**src/rtl/led_bank_ctrl.sv**
```systemverilog
// Memory-mapped LED bank: atomic set/clear/toggle and byte-lane writes,
// per-LED hardware blink from a programmable prescaler, registered readback.
module led_bank_ctrl #(
    parameter int unsigned      NUM_LEDS      = 24,
    parameter int unsigned      DATA_W        = 32,
    parameter int unsigned      DIV_W         = 24,
    parameter logic [DIV_W-1:0] BLINK_DIV_RST = 24'd4_999_999
) (
    input  logic                led_clk,
    input  logic                ledrst,
    input  logic                ledcs,
    input  logic                ledwrite,
    input  logic [3:0]          ledaddr,
    input  logic [DATA_W-1:0]   ledwdata,
    output logic [DATA_W-1:0]   ledrdata,
    output logic [NUM_LEDS-1:0] ledout
);

    typedef enum logic [3:0] {
        REG_DATA   = 4'h0,
        REG_SET    = 4'h1,
        REG_CLR    = 4'h2,
        REG_TOG    = 4'h3,
        REG_LANE   = 4'h4,
        REG_BMASK  = 4'h5,
        REG_BDIV   = 4'h6,
        REG_STATUS = 4'h7
    } reg_e;

    logic [NUM_LEDS-1:0] state, state_n;
    logic [NUM_LEDS-1:0] mask, mask_n;
    logic [DIV_W-1:0]    div, div_n;
    logic [DIV_W-1:0]    counter, counter_n;
    logic                phase, phase_n;
    logic [DATA_W-1:0]   rdata_n;
    logic [NUM_LEDS-1:0] ledout_n;
    logic [NUM_LEDS-1:0] wbits;
    logic [NUM_LEDS-1:0] lane_hit;
    logic [NUM_LEDS-1:0] lane_bits;

    assign wbits = ledwdata[NUM_LEDS-1:0];

    // Lanes past the top LED select no bits, so out-of-range lanes fall out naturally.
    for (genvar g = 0; g < NUM_LEDS; g++) begin : g_lane
        assign lane_hit[g]  = (ledwdata[15:8] == 8'(g / 8));
        assign lane_bits[g] = ledwdata[g % 8];
    end

    always_comb begin
        state_n = state;
        mask_n  = mask;
        div_n   = div;
        rdata_n = ledrdata;

        if (counter == div) begin
            counter_n = '0;
            phase_n   = ~phase;
        end else begin
            counter_n = counter + DIV_W'(1);
            phase_n   = phase;
        end

        if (ledcs && ledwrite) begin
            case (ledaddr)
                REG_DATA:  state_n = wbits;
                REG_SET:   state_n = state | wbits;
                REG_CLR:   state_n = state & ~wbits;
                REG_TOG:   state_n = state ^ wbits;
                REG_LANE:  state_n = (state & ~lane_hit) | (lane_bits & lane_hit);
                REG_BMASK: mask_n  = wbits;
                REG_BDIV: begin
                    div_n     = ledwdata[DIV_W-1:0];
                    counter_n = '0;
                    phase_n   = 1'b0;
                end
                default: ;
            endcase
        end

        if (ledcs && !ledwrite) begin
            rdata_n = '0;
            case (ledaddr)
                REG_DATA, REG_SET, REG_CLR, REG_TOG: rdata_n[NUM_LEDS-1:0] = state;
                REG_BMASK: rdata_n[NUM_LEDS-1:0] = mask;
                REG_BDIV:  rdata_n[DIV_W-1:0]    = div;
                REG_STATUS: begin
                    rdata_n[DIV_W:1] = counter;
                    rdata_n[0]       = phase;
                end
                default: ;
            endcase
        end

        // Display uses next-state values so a write is visible at its own edge.
        ledout_n = state_n & ~(mask_n & {NUM_LEDS{phase_n}});
    end

    always_ff @(posedge led_clk or posedge ledrst) begin
        if (ledrst) begin
            state    <= '0;
            mask     <= '0;
            div      <= BLINK_DIV_RST;
            counter  <= '0;
            phase    <= 1'b0;
            ledout   <= '0;
            ledrdata <= '0;
        end else begin
            state    <= state_n;
            mask     <= mask_n;
            div      <= div_n;
            counter  <= counter_n;
            phase    <= phase_n;
            ledout   <= ledout_n;
            ledrdata <= rdata_n;
        end
    end

endmodule

```
**config.mk**
```make
export PLATFORM = sky130hd
export DESIGN_NAME = led_bank_ctrl
export DESIGN_NICKNAME = d
export VERILOG_FILES = /design/src/rtl/led_bank_ctrl.sv
export SDC_FILE = /design/constraint.sdc
export NUM_CORES = 1
export LEC_CHECK = 0
export BUFFER_PORTS_ARGS = -buffer_cell sky130_fd_sc_hd__buf_2
export CAP_MARGIN = 10
export CORE_MARGIN = 2
export CORE_UTILIZATION = 60
export DETAILED_ROUTE_END_ITERATION = 16
export PLACE_DENSITY = 0.81
export SYNTH_ARGS = -nofsm -noshare
export SYNTH_HDL_FRONTEND = slang
export SYNTH_SLANG_ARGS = --single-unit
```
**constraint.sdc**
```tcl
create_clock -name led_clk -period 5.7 [get_ports led_clk]
set_input_delay 0.285 -clock led_clk [delete_from_list [all_inputs] [get_ports led_clk]]
set_output_delay 0.285 -clock led_clk [all_outputs]
set_load 0.01 [all_outputs]
```
==> flow_metrics.tcl <==
set metrics [dict create \
    rsz0062_at_grt "false" \
    route.met2.wl_um 10660 \
    root_buffer "clkbuf_16" \
    layout-drive-gt1-share_pct 21.01 \
    synth_edf_count 0 \
    initial_core_util_pct 61.82 \
    overflow 0 \
    port_buffers 80 \
    power.total_mw 3.182 \
    vdd_drop_max_v 0.0002278 \
    h-tree-depth 4 \
    worstSetupStartpoint "ledaddr[0]" \
    antennaDiodeCount 0 \
    firstDrtPassIters 9 \
    p_leak_nw 4.744 \
    grt_pass1_vias 6724 \
    slowest_delay_ns 0.98 \
    rows 43 \
    avgRoutedWirePerCell_um 21.54 \
    clock_latency_ns 0.44 \
    via_count 7023 \
    ys.flop_type "dfrtp_1" \
    cts.path.max_buffers 2 \
    cts_sinks 146 \
    cp.required_ns 6.00 \
    fillers 1014 \
    ys_ff_latch 146 \
    crit_path_max_fanout 39 \
    nNetsFinal 990 \
    die_area_um2 15390 \
    postSynth.asyncResetShare_pct 100.0 \
    cp.arrival_ns 3.45 \
    power_density_nw_per_um2 329.4 \
    register_area_um2 3670 \
    multi_input_area_um2 4384 \
    final.min_clock_period_ns 3.157 \
    met1Wirelength_um 9647 \
    die_x_um 124.1 \
    postLayoutCoreUtil_pct 69.06 \
    status "finished, final reports clean" \
    ant_nets 0 \
    worstSetupEndpointType "register" \
    cts_setup_buffers 0 \
    yosysTopAreaCell "dfrtp_1" \
    antenna_found_initial 1 \
    grt_pass1_wl_um 37250 \
    clkTransAtPathRegs_ns 0.06 \
    cp_slowest_cell "and4bb_2" \
    cts-resized-gates 0 \
    hpwl_um 15390 \
    viasPerCell 6.420 \
    skew_ns 0.009322 \
    dr.max_layer_used "met4" \
    fin_crit_sh_pct 55.38 \
    synth.cell_area_um2 8647 \
    syn-mean-instance-area_um2 10.16 \
    min_path_type "in -> async" \
    core_area_um2 13990 \
    maxSlewHeadroom_pct 28.97 \
    ios 96 \
    drv_slew 0 \
    fp.dieH_um 124.1 \
    wl_um 23570 \
    tns_ns 0 \
    ys_warn_count 0 \
    maxCapViolCount 0 \
    drc 0 \
    clock.fmax_mhz 316.8 \
    crit_type "in -> reg" \
    cts_hold_buf 0 \
    ys_seq_area_share_pct 42.44 \
    syn_inst 851 \
    grt_max_degree 92 \
    worstSetupStartpointType "primary input" \
    worst_pin_slew_ns 1.066 \
    path_cells "buf_2 > and4bb_2 > nand2_2 > mux2i_1 > nor4b_1 > a211oi_1" \
    drt_iter0_drc 889 \
    syn_to_final_growth_pct 11.72 \
    r2r-start "counter[16]" \
    gp_congestion 0.9142 \
    final-hold-violation-count 0 \
    synth.area.top_cells "dfrtp_1, ha_1, mux4_2, dfstp_2, nand2_1" \
    cts_tree "yes" \
    yosys.area.top_type_share_pct 38.49 \
    setup_viol_count_final 0 \
    synth_cell_types 60 \
    wl_met3_um 2436 \
    grt_use_total_pct 32.73 \
    cts_buffers 17 \
]
[registers in the layout, summed over array words and instances, names as in the netlist]
name and cells:
ledout 24, div 24, ledrdata 25, mask 24
phase 1, state 24, counter 24
[stage by stage]
step	setup WS, ns	cell area, µm²	hold slack (ns)	instances
2_1_floorplan	1.514	8670	0.4297	857
3_3_place_gp	2.260	9049	0.4572	1061
3_5_place_dp	2.221	9056	0.4676	1062
4_1_cts	2.652	9661	0.05917	1094
5_1_grt	2.455	9661	0.09455	1094
6_report	2.543	9661	0.01831	1094
[power breakdown]
group          internal (mW)  switching, mW  leakage, nW  total (mW)
clock                  0.698          0.458        0.285        1.16
combinational          0.281          0.401         2.54       0.682
sequential              1.20          0.146         1.92        1.34
[synth_stat cells, drive strengths merged, types with 6 or more instances]
master	n
a21o	6
inv	81
a21boi	31
mux2	20
nand2	88
clkbuf	28
nor4b	8
dfstp	13
nand4	6
a22oi	8
or3	8
a221o	7
or2	9
buf	36
o21ai	59
xor2	32
a21oi	11
mux4	16
nand3	10
a311oi	8
dfrtp	133
nor4	8
ha	49
and4	6
a222oi	24
and3	21
nand2b	9
xnor2	14
o211ai	11
a2bb2oi	8
nor2	33
nor4bb	9
[worst max-delay path, delay by kind of cell]
family | cells | cell delay [ns]
AO/OA/AOI/OAI | 1 | 0.38
buffers and inverters | 1 | 0.65
AND/OR/NAND/NOR | 3 | 1.70
multiplexers | 1 | 0.42
[kinds of logic (layout without fill, tap and decap cells)]
kind of cell / Yosys count / in the layout / synth area share (%)
XOR/XNOR: 46 / 46 / 4.659
other: 1 / 7 / 0.04337
buffers and inverters: 145 / 202 / 7.322
multiplexers: 41 / 41 / 7.394
flip-flops: 146 / 146 / 42.44
AO/OA/AOI/OAI: 194 / 194 / 16.94
adder cells (fa/ha/maj): 49 / 49 / 7.090
AND/OR/NAND/NOR: 229 / 229 / 14.11
[layout by cell type, fill, tap and decap left out, types with 13 or more instances in the layout]
| cell | count |
|---|---|
| xor2_1 | 32 |
| dfstp_2 | 13 |
| mux2_2 | 19 |
| and3_1 | 21 |
| a222oi_1 | 24 |
| inv_1 | 80 |
| nor2_1 | 32 |
| xnor2_1 | 14 |
| mux4_2 | 16 |
| nand2_1 | 86 |
| buf_2 | 80 |
| o21ai_0 | 57 |
| a21boi_0 | 31 |
| ha_1 | 49 |
| clkbuf_16 | 17 |
| dfrtp_1 | 133 |
[cell type report]
type,count,share of cell area [%]
Inverter,81,3.199
Tap cell,180,2.331
Multi-Input combinational cell,566,45.38
Timing Repair Buffer,89,4.844
Clock buffer,19,4.585
Clock inverter,13,1.671
Sequential cell,146,37.99
[final timing paths]
kind,endpoint,slack [ns],depth (start not counted)
worst min-delay path,ledout[16],0.02,2
min in group led_clk,mask[17],0.15,2
max in group asynchronous,phase,4.47,3
worst min register to register,ledrdata[19],0.47,2
worst max register to register,ledout[5],2.65,5
worst max-delay path,ledout[5],2.54,6
[layer usage]
| metal | global-route usage [%] | vias to the layer above |
|---|---|---|
| met1 | 45.18 | 3406 |
| met5 | 0 | - |
| li1 | - | 3121 |
| met3 | 8.196 | 64 |
| met2 | 48.98 | 432 |
| met4 | 14.68 | 0 |
Note: power is estimated with default switching activity, not from simulation.
